<file path="src/rtl/inst_assembler_if.sv">
// inst_assembler_if: field-tuple input handshake plus instruction-memory write port.
interface inst_assembler_if #(
    parameter int DEPTH  = 4,
    parameter int ADDR_W = 8
);
    logic                    in_valid;
    logic                    in_ready;
    logic [5:0]              in_opcode;
    logic [4:0]              in_rs;
    logic [4:0]              in_rt;
    logic [15:0]             in_imm;
    logic                    wr_en;
    logic                    wr_ready;
    logic [ADDR_W-1:0]       wr_addr;
    logic [31:0]             wr_data;
    logic [$clog2(DEPTH):0]  count;
    logic                    halted;

    modport master (
        output in_valid, in_opcode, in_rs, in_rt, in_imm, wr_ready,
        input  in_ready, wr_en, wr_addr, wr_data, count, halted
    );

    modport slave (
        input  in_valid, in_opcode, in_rs, in_rt, in_imm, wr_ready,
        output in_ready, wr_en, wr_addr, wr_data, count, halted
    );
endinterface

</file>
<file path="src/rtl/inst_assembler.sv">
// inst_assembler: packs I-type fields into 32-bit words, buffers them in a FIFO and writes them to memory.
// Define INST_ASM_HALT_ON_WRAP_EN to stop after the last address instead of wrapping to 0.
module inst_assembler #(
    parameter int unsigned DEPTH     = 4,
    parameter int unsigned ADDR_W    = 8,
    parameter int unsigned BASE_ADDR = 0
) (
    input  logic            clk,
    input  logic            rst_n,
    input  logic            clr,
    inst_assembler_if.slave bus
);
    localparam int PW = $clog2(DEPTH);
    localparam int CW = PW + 1;
    localparam logic [ADDR_W-1:0] BASE = ADDR_W'(BASE_ADDR);

    logic [31:0]       mem_q [DEPTH];
    logic [PW-1:0]     wr_ptr_q, wr_ptr_d, rd_ptr_q, rd_ptr_d;
    logic [CW-1:0]     count_q, count_d;
    logic [ADDR_W-1:0] addr_q, addr_d;
    logic              halted, push, pop, flush, not_empty;

    assign flush     = !rst_n || clr;
    assign not_empty = count_q != '0;
    assign push      = bus.in_valid && bus.in_ready;
    assign pop       = bus.wr_en && bus.wr_ready;

    assign bus.in_ready = (count_q < CW'(DEPTH)) && !halted;
    assign bus.wr_en    = not_empty && !halted;
    assign bus.wr_data  = not_empty ? mem_q[rd_ptr_q] : '0;
    assign bus.wr_addr  = addr_q;
    assign bus.count    = count_q;
    assign bus.halted   = halted;

`ifdef INST_ASM_HALT_ON_WRAP_EN
    localparam logic [ADDR_W-1:0] LAST = ~ADDR_W'(3);

    typedef enum logic {RUN, HALT} state_t;
    state_t state_q, state_d;

    always_ff @(posedge clk) begin
        if (flush) state_q <= RUN;
        else       state_q <= state_d;
    end

    // The pop of the final address is the last write this block will ever make.
    always_comb begin
        state_d = state_q;
        if (state_q == RUN && pop && addr_q == LAST) state_d = HALT;
    end

    assign halted = state_q == HALT;
`else
    assign halted = 1'b0;
`endif

    always_comb begin
        wr_ptr_d = push ? wr_ptr_q + 1'b1 : wr_ptr_q;
        rd_ptr_d = pop ? rd_ptr_q + 1'b1 : rd_ptr_q;
        count_d  = count_q + CW'(push) - CW'(pop);
        addr_d   = pop ? addr_q + ADDR_W'(4) : addr_q;
    end

    always_ff @(posedge clk) begin
        if (flush) begin
            wr_ptr_q <= '0;
            rd_ptr_q <= '0;
            count_q  <= '0;
            addr_q   <= BASE;
        end else begin
            wr_ptr_q <= wr_ptr_d;
            rd_ptr_q <= rd_ptr_d;
            count_q  <= count_d;
            addr_q   <= addr_d;
        end
    end

    // Storage is never cleared; emptiness is tracked by count alone.
    always_ff @(posedge clk) begin
        if (!flush && push) mem_q[wr_ptr_q] <= {bus.in_opcode, bus.in_rs, bus.in_rt, bus.in_imm};
    end
endmodule

</file>
<file path="src/flat_wrapper.sv">
// flat-port wrapper written by rule: the top's interface ports become plain ports
module inst_assembler_flat 
#(
    parameter int unsigned DEPTH     = 4,
    parameter int unsigned ADDR_W    = 8,
    parameter int unsigned BASE_ADDR = 0
)
  (clk, rst_n, clr, bus_in_valid, bus_in_opcode, bus_in_rs, bus_in_rt, bus_in_imm, bus_wr_ready, bus_in_ready, bus_wr_en, bus_wr_addr, bus_wr_data, bus_count, bus_halted);
  inst_assembler_if #(.DEPTH(DEPTH), .ADDR_W(ADDR_W)) bus_i ();
  input  logic clk;
  input  logic rst_n;
  input  logic clr;
  input wire logic [$bits(bus_i.in_valid)-1:0] bus_in_valid;
  input wire logic [$bits(bus_i.in_opcode)-1:0] bus_in_opcode;
  input wire logic [$bits(bus_i.in_rs)-1:0] bus_in_rs;
  input wire logic [$bits(bus_i.in_rt)-1:0] bus_in_rt;
  input wire logic [$bits(bus_i.in_imm)-1:0] bus_in_imm;
  input wire logic [$bits(bus_i.wr_ready)-1:0] bus_wr_ready;
  output wire logic [$bits(bus_i.in_ready)-1:0] bus_in_ready;
  output wire logic [$bits(bus_i.wr_en)-1:0] bus_wr_en;
  output wire logic [$bits(bus_i.wr_addr)-1:0] bus_wr_addr;
  output wire logic [$bits(bus_i.wr_data)-1:0] bus_wr_data;
  output wire logic [$bits(bus_i.count)-1:0] bus_count;
  output wire logic [$bits(bus_i.halted)-1:0] bus_halted;
  assign bus_i.in_valid = bus_in_valid;
  assign bus_i.in_opcode = bus_in_opcode;
  assign bus_i.in_rs = bus_in_rs;
  assign bus_i.in_rt = bus_in_rt;
  assign bus_i.in_imm = bus_in_imm;
  assign bus_i.wr_ready = bus_wr_ready;
  assign bus_in_ready = bus_i.in_ready;
  assign bus_wr_en = bus_i.wr_en;
  assign bus_wr_addr = bus_i.wr_addr;
  assign bus_wr_data = bus_i.wr_data;
  assign bus_count = bus_i.count;
  assign bus_halted = bus_i.halted;
  inst_assembler #(.DEPTH(DEPTH), .ADDR_W(ADDR_W), .BASE_ADDR(BASE_ADDR)) u_core (.clk(clk), .rst_n(rst_n), .clr(clr), .bus(bus_i));
endmodule
</file>
<file path="config.mk">
export PLATFORM = sky130hd
export DESIGN_NAME = inst_assembler_flat
export DESIGN_NICKNAME = d
export VERILOG_FILES = /design/src/rtl/inst_assembler_if.sv /design/src/rtl/inst_assembler.sv /design/src/flat_wrapper.sv
export SDC_FILE = /design/constraint.sdc
export NUM_CORES = 1
export LEC_CHECK = 0
export BUFFER_PORTS_ARGS = -buffer_cell sky130_fd_sc_hd__buf_2
export CAP_MARGIN = 40
export CORE_AREA = 5 5 118 120
export DETAILED_ROUTE_END_ITERATION = 8
export DIE_AREA = 0 0 123 125
export GPL_ROUTABILITY_DRIVEN = 0
export HOLD_SLACK_MARGIN = 0.1
export PLACE_DENSITY = 0.73
export SKIP_LAST_GASP = 1
export SLEW_MARGIN = 25
export SYNTH_ARGS = -nofsm -noshare
export SYNTH_HDL_FRONTEND = slang
export SYNTH_SLANG_ARGS = --single-unit
</file>
<file path="constraint.sdc">
create_clock -name clk -period 5.8 [get_ports clk]
set_clock_uncertainty 0.1 [all_clocks]
set_input_delay 0.87 -clock clk [delete_from_list [all_inputs] [get_ports clk]]
set_output_delay 0.87 -clock clk [all_outputs]
set_load 0.1 [all_outputs]
</file>
; ---- Yosys cells after proc, flatten, opt, wreduce, memory -nomap -nowiden
; Memories as Yosys holds them, arrays and structs flattened. A register that Yosys moved wholly into a read port is not among the register bits.
; Index checks and enable logic that the tools add are counted.
[op_classes]
add_sub_neg = 5
n_shift = 0
multipliers = 0
reduce_logical = 7
n_eq_ne = 0
order_cmp = 1
div_mod_pow = 0
muxes = 5
bitwise = 0
[ops]
columns = operator, n
row1 = 32-bit two-way mux, 1
row2 = "8-bit by 3-bit adder with 8-bit output, second input constant", 1
row3 = "2-bit by 1-bit adder with 2-bit output, second input constant", 2
row4 = 2-bit two-way mux, 2
row5 = 3-bit by 1-bit adder with 3-bit output, 1
row6 = 1-bit logical AND, 3
row7 = "3-bit less-than comparator, second input constant", 1
row8 = 3-bit nonzero test, 1
row9 = 3-bit by 1-bit subtractor with 3-bit output, 1
row10 = 1-bit zero test, 2
row11 = 1-bit two-way mux, 2
row12 = 1-bit logical OR, 1
[totals]
mem_bits_ro = 0
latchBits = 0
mem_count = 1
mem_bits_rw = 128
reg_bits = 15
word_cells = 23
[memory_table]
columns = name, words, width, read_ports, rd_ports_with_merged_regs, wr, line
row1 = u_core.mem_q, 4, 32, 1, 1, 1, inst_assembler.sv:17  ; logic [31:0] mem_q [DEPTH];

; ---- Longest topological paths before layout
; Gate-level depths: netlist of the first run.
[logic_depth]
ltp_word = 6
mapped_depth = 10
ltp_nobuf = 10

; ---- Least setup slack after synthesis of the first run
; OpenSTA, ideal clock, no wires.
[synth_timing]
path_kind = register -> output
startpoint = register u_core.count_q[1] (netlist: u_core.bus.count[1])
endpoint = output port bus_wr_data[10]
path_stages_with_launch = 4
arrival_ns = 2.936
required_time_ns = 4.830
slack_ns = 1.894
path_cell_list = dfxtp_1 > nor3_2 > clkbuf_1 > nor2b_1
[synth_via]
elab_chain_cells = 2
[synth_lines]
columns = element, line
row1 = from (decl), inst_assembler.sv:19  ; logic [CW-1:0] count_q, count_d;
row2 = from (signal assigned), inst_assembler.sv:73  ; count_q <= count_d;
row3 = 3-bit nonzero test, inst_assembler.sv:24  ; assign not_empty = count_q != '0;
row4 = 32-bit two-way mux, inst_assembler.sv:30  ; assign bus.wr_data = not_empty ? mem_q[rd_ptr_q] : '0;
row5 = to (decl), flat_wrapper.sv:22  ; output wire logic [$bits(bus_i.wr_data)-1:0] bus_wr_data;
; No other way between the ends.

==> run_results.csv, run 1 <==
group,metric,value,unit
route,wl_met3,592,µm
cts,clkTransAtPathRegs,60,ps
timing,slew_violations,0,
route,dr_wl_met2,5.112,mm
cts,cts-buffers-inserted,17,
worst_setup_path,reg2reg_from,"u_core.bus.count[1]",
timing,max_freq,294.7,MHz
worst_setup_path,critical_path_arrival,2420,ps
cts,cts_root_buf,"clkbuf_16",
pwr,power.density,415.7,nW/µm²
floorplan,rows,42,
route,routed_wl,9.886,mm
floorplan,dieArea,15380,µm²
worst_setup_path,worst_path_max_delay_cell,"mux4_2",
yosys,async_flop_share,0,%
yosys,netlist_area,5619,µm²
worst_setup_path,ff2ff_setup_slack,3370,ps
cts,hold_buffers,0,
worst_setup_path,crit_fanout,26,
worst_setup_path,cp-end-kind,"output pin",
worst_setup_path,max_stage_delay,560,ps
cells_and_area,final_util,53.60,%
pwr,power.static_leakage,2.419,nW
placement,portBuffers,79,
cells_and_area,drive_gt1_share,39.95,%
grt,antenna_found_initial,1,
yosys,syn_inst,283,
route,drtIter0Drc,199,
job,max-cap-violations,0,
timing,setup_viol,0,
cells_and_area,layout.nets,420,
timing,fin_hold_ws,380.5,ps
yosys,syn_area_per_cell,19.86,µm²
yosys,synth_ff_type,"edfxtp_1",
yosys,synth_commonest_cells,"edfxtp_1 (128), nor2b_1 (33), mux4_2 (32), dfxtp_1 (15), nor2_1 (10)",
cells_and_area,fin_area,6900,µm²
floorplan,core_area,12870,µm²
worst_setup_path,crit_type,"flip-flop to output pin",
hold_path,min-delay-start,"u_core.bus.wr_addr[7]",
route,highest_layer,"met5",
route,antenna_left,0,
status,status,"finished clean",
worst_setup_path,cp_num_buf_inv,2,
route,drt_first_pass_iters,4,
yosys,yosysTopAreaCellShare,68.40,%
timing,worst_slew_margin_rel,64.71,%
worst_setup_path,reg2reg_to,"u_core.bus.count[2]",
yosys,synth_edf_count,128,
grt,grt_pass1_vias,3003,
hold_path,hold-path-endpoint,"u_core.bus.wr_addr[7]",
worst_setup_path,path_cells,"buf_4 -> mux4_2 -> nor2b_1 -> buf_2",
pwr,total_power,2.868,mW
timing,setup_ws,2407,ps
cts,cts-resized-gates,0,
grt,overflow,0,
cells_and_area,syn_to_final_growth,22.80,%
grt,grt_usage,14.00,%
worst_setup_path,worstPathRequired,4830,ps
cells_and_area,antenna_cells,0,
placement,dp_hpwl,6.322,mm
cts,postCtsSetupBuffers,0,
placement,dpl.cell_count,532,
hold_path,hold_depth,2,
route,route.detailed.drc,0,
timing,rsz0062_at_grt,"no",
grt,grt_pass1_wl,16.06,mm
yosys,synth_top_area_cell,"edfxtp_1",
cts,clk_path_buf_depth,2,
floorplan,die_width,123,µm
floorplan,fp.dieH,125,µm
timing,hold_viol_final,0,
cells_and_area,fin_cells,564,
grt,grt_max_degree,34,
cts,cts_tree,"yes",
floorplan,start_util,43.64,%
pwr,ir_worst_vdd,0.1779,mV
worst_setup_path,rr_worst_depth,10,
yosys,ys_warn_count,0,
placement,dpl_cell_area,6297,µm²
route,wl_per_cell,17.53,µm
route,wirelength_met1,4.089,mm
timing,finalCritPeriodShare,58.50,%
route,vias_per_cell,4.968,
worst_setup_path,cp-start-kind,"flip-flop",
floorplan,ios,83,
yosys,yosysMostFrequentCell,"edfxtp_1",
yosys,synth_cell_types,29,
yosys,synth.top_cells.by_area,"edfxtp_1 (68%), mux4_2 (13%), dfxtp_1 (5.3%)",
timing,worst_pin_slew,529.4,ps
cts,insertion_delay,400,ps
placement,pre_cts_ws,2764,ps
route,vias,2802,
cts,numClockSinks,143,
worst_setup_path,path_delay_family,"buffers and inverters",
timing,totalNegativeSetupSlack,0,ps
timing,min_period,3393,ps
hold_path,min_path_type,"flip-flop to flip-flop",
yosys,ys_ff_latch,143,
yosys,seq_area_frac_synth,73.75,%
cts,htreeDepth,4,
-- state kept, by name, indices dropped and copies added (netlist names), named ones only --
signal              cells
u_core.mem_q          128
u_core.wr_ptr_q         2
u_core.bus.count        3
u_core.rd_ptr_q         2
u_core.bus.wr_addr      6
-- cell families (layout without fill, tap and decap cells) --
kind of cell             count (synthesis)  after routing  synth area share [%]
XOR/XNOR                                 7              7                 1.091
buffers and inverters                   23            126                 2.382
multiplexers                            34             34                 13.18
adder cells (fa/ha/maj)                  8              8                 1.915
flip-flops                             143            143                 73.75
AO/OA/AOI/OAI                           10             10                 1.692
AND/OR/NAND/NOR                         57             57                 5.923
other                                    1              3               0.06674
-- how the worst max path moves through the flow --
stage / startpoint / end / slack (ps) / cells after the start
CTS: flip-flop / bus_wr_data[15] / 2310 / 4
global route: flip-flop / bus_wr_data[15] / 2200 / 4
detailed placement: flip-flop / bus_wr_data[19] / 2760 / 4
finish: flip-flop / bus_wr_data[19] / 2410 / 4
floorplan: u_core.bus.count[1] / bus_wr_data[10] / 1890 / 3
global placement: flip-flop / bus_wr_data[7] / 2750 / 4
-- worst min-delay path: stages, from the launching register on --
cell and delay, ps:
dfxtp_1 310, o21ai_0 70, a21oi_1 60
-- report_power, final --
group          internal [mW]  switching (mW)
clock network          0.712           0.382
registers               1.14          0.0178
logic                  0.110           0.505
-- layout make-up --
| class | instances | area, µm² |
|---|---|---|
| Clock buffer | 19 | 432.9 |
| Clock inverter | 13 | 170.2 |
| Fill cell | 1018 | 5974 |
| Inverter | 8 | 30.03 |
| Multi-Input combinational cell | 119 | 1360 |
| Sequential cell | 143 | 4146 |
| Tap cell | 176 | 220.2 |
| Timing Repair Buffer | 86 | 540.5 |
-- placed cells by master (no fill, tap or decap), types with 2 or more instances in the layout --
cell	count
nand2_1	2
conb_1	3
clkbuf_16	17
o21ai_0	3
edfxtp_1	128
dfxtp_1	13
nor2b_1	33
and3_2	4
clkinv_2	3
xnor2_1	3
ha_1	7
inv_1	8
mux2i_1	2
mux4_2	32
clkinv_1	3
o311ai_0	2
buf_4	2
nor2_1	10
clkbuf_1	2
dfxtp_2	2
buf_16	4
a21oi_1	3
bufinv_16	4
xor2_1	4
clkinvlp_4	2
buf_2	79
or3_1	3
-- per-layer routing --
layer	vias up	track usage [%]
li1	1285	-
met1	1427	17.92
met2	80	22.35
met3	8	4.110
met4	2	5.863
met5	-	0
No activity file was read; power rests on OpenSTA's default activity.
==> run 2, diff against run 1 <==
ABC_AREA = 1   (was not set)
CORE_AREA = 5 5 119 121   (was 5 5 118 120)
DIE_AREA = 0 0 124 126   (was 0 0 123 125)
PLACE_DENSITY = 0.75   (was 0.73)
clock period = 3.1 ns   (was 5.8 ns; I/O delays follow)
==> run_results.csv, run 2 <==
group,metric,value,unit
hold_path,hold_depth,1,
cells_and_area,fin_area,7830,µm²
placement,dp_hpwl,7.725,mm
yosys,synth_top_area_cell,"edfxtp_1",
grt,grt_pass1_vias,3844,
cts,cts_tree,"yes",
route,antenna_left,0,
yosys,synth_mux_area_share,0,%
cts,cts_root_buf,"clkbuf_16",
yosys,synth_cell_types,22,
grt,grt_usage,16.74,%
floorplan,start_util,44.26,%
cells_and_area,syn_to_final_growth,36.28,%
cts,postCtsSetupBuffers,0,
yosys,synthSimpleGateAreaFrac,11.28,%
cts,clk_path_buf_depth,2,
timing,totalNegativeSetupSlack,0,ps
worst_setup_path,worstPathRequired,2530,ps
route,vias,3820,
yosys,yosysMostFrequentCell,"nor2_1",
cells_and_area,antenna_cells,0,
cells_and_area,regMostFlops,"u_core.mem_q",
worst_setup_path,critical_path_arrival,2130,ps
hold_path,min_path_type,"input port to flip-flop",
floorplan,core_area,12980,µm²
floorplan,rows,42,
pwr,ir_worst_vdd,0.4234,mV
route,dr_wl_met2,6.415,mm
route,drt_first_pass_iters,4,
cells_and_area,drive_gt1_share,28.03,%
route,routed_wl,12.44,mm
yosys,yosysTopAreaCellShare,66.90,%
cts,cts-resized-gates,0,
yosys,synth.top_cells.by_area,"edfxtp_1 (67%), nor2_1 (9.6%), dfxtp_1 (5.2%)",
timing,slew_violations,0,
timing,finalCritPeriodShare,86.89,%
yosys,netlist_area,5746,µm²
status,status,"finished clean",
cells_and_area,largest_reg_flops,128,
yosys,synthAdderAreaFrac,1.873,%
timing,worst_slew_margin_rel,53.83,%
route,wl_per_cell,16.35,µm
cts,clkTransAtPathRegs,60,ps
pwr,power.density,723.8,nW/µm²
timing,setup_viol,0,
floorplan,dieArea,15620,µm²
worst_setup_path,crit_fanout,64,
yosys,syn_area_per_cell,11.82,µm²
grt,grt_pass1_wl,19.80,mm
yosys,ys_ff_latch,143,
yosys,async_flop_share,0,%
yosys,synth_ff_type,"edfxtp_1",
cells_and_area,layout_common_cells,"nor2_1 (143), edfxtp_1 (128), buf_2 (47)",
cells_and_area,final_common_cell,"nor2_1",
timing,max_freq,371.3,MHz
yosys,synth_top_family_by_area,"simple AND/OR/NAND/NOR gates",
route,highest_layer,"met5",
pwr,power.static_leakage,2.754,nW
job,max-cap-violations,0,
grt,antenna_found_initial,1,
grt,grt_max_degree,65,
floorplan,ios,83,
timing,fin_hold_ws,163.7,ps
timing,rsz0062_at_grt,"no",
yosys,synth_edf_count,128,
route,drtIter0Drc,209,
cts,cts-buffers-inserted,17,
yosys,ys_warn_count,0,
cells_and_area,final_util,60.32,%
cts,hold_buffers,0,
yosys,synth-xor-area-share,0.3049,%
floorplan,fp.dieH,126,µm
timing,min_period,2694,ps
timing,worst_pin_slew,692.6,ps
worst_setup_path,rr_worst_depth,10,
route,route.detailed.drc,0,
placement,portBuffers,79,
cts,insertion_delay,410,ps
cells_and_area,layout.nets,617,
yosys,synth_compound_area_share,9.647,%
placement,dpl_cell_area,7228,µm²
timing,hold_viol_final,0,
cts,htreeDepth,4,
route,vias_per_cell,5.020,
worst_setup_path,cp-start-kind,"flip-flop",
yosys,synth_commonest_cells,"nor2_1 (147), edfxtp_1 (128), o21ai_1 (41), a21oi_1 (39), o21ai_0 (29)",
grt,overflow,0,
worst_setup_path,crit_type,"flip-flop to output pin",
yosys,seq_area_frac_synth,72.13,%
route,wl_met3,662,µm
cts,numClockSinks,143,
floorplan,die_width,124,µm
yosys,syn_inst,486,
route,wirelength_met1,5.256,mm
worst_setup_path,cp-end-kind,"output pin",
[run 2: kinds of logic after synthesis]
logic type / Yosys count
compound gates: 110
buf+inv: 52
flops: 143
other cells: 1
xor+xnor: 2
fa+ha+maj: 8
simple gates: 170
[run 2: power by group]
part           internal (mW)  switching (mW)  leakage, nW
clock                   1.33           0.724        0.286
sequential              2.14          0.0149         1.28
combinational          0.436            1.03         1.19
total                   3.90            1.77         2.75
[run 2: cell type report]
type                    count  area, µm²
clock inverters            14      172.7
clock buffers              18      429.2
repair buffers             92       1049
inverters                  25      95.09
flip-flops and latches    143       4150
well taps                 176      220.2
fillers                   990       5150
multi-input cells         293       1714
[run 2: final timing paths]
kind                       start                   to  slack (ps)
max                    flip-flop      bus_wr_data[31]         410
min                 bus_in_rs[1]  u_core.mem_q[1][22]         160
max reg2reg  u_core.bus.count[1]  u_core.bus.count[2]         920
min reg2reg   u_core.rd_ptr_q[1]            flip-flop         420
[run 2: through the flow]
stage | power [mW] | setup slack (ps) | cells
after floorplan | 3.182 | 73.03 | 488
after global placement | 3.643 | 885.5 | 729
after detailed placement | 3.665 | 819.3 | 729
after CTS | 5.726 | 377.8 | 761
after global routing | 5.844 | 261.8 | 761
final | 5.668 | 406.4 | 761
[run 2: layer usage]
layer,vias to the layer above,global-route usage (%)
li1,1847,-
met1,1863,21.42
met2,96,27.27
met3,12,5.516
met4,2,4.768
met5,-,0
[run 2: critical path, cell delays in order, from the launching register on]
cell and delay, ps:
dfxtp_2 330, buf_4 530, nor2_1 110, nor2_1 120
o21ai_0 130, a21oi_2 230, buf_12 200
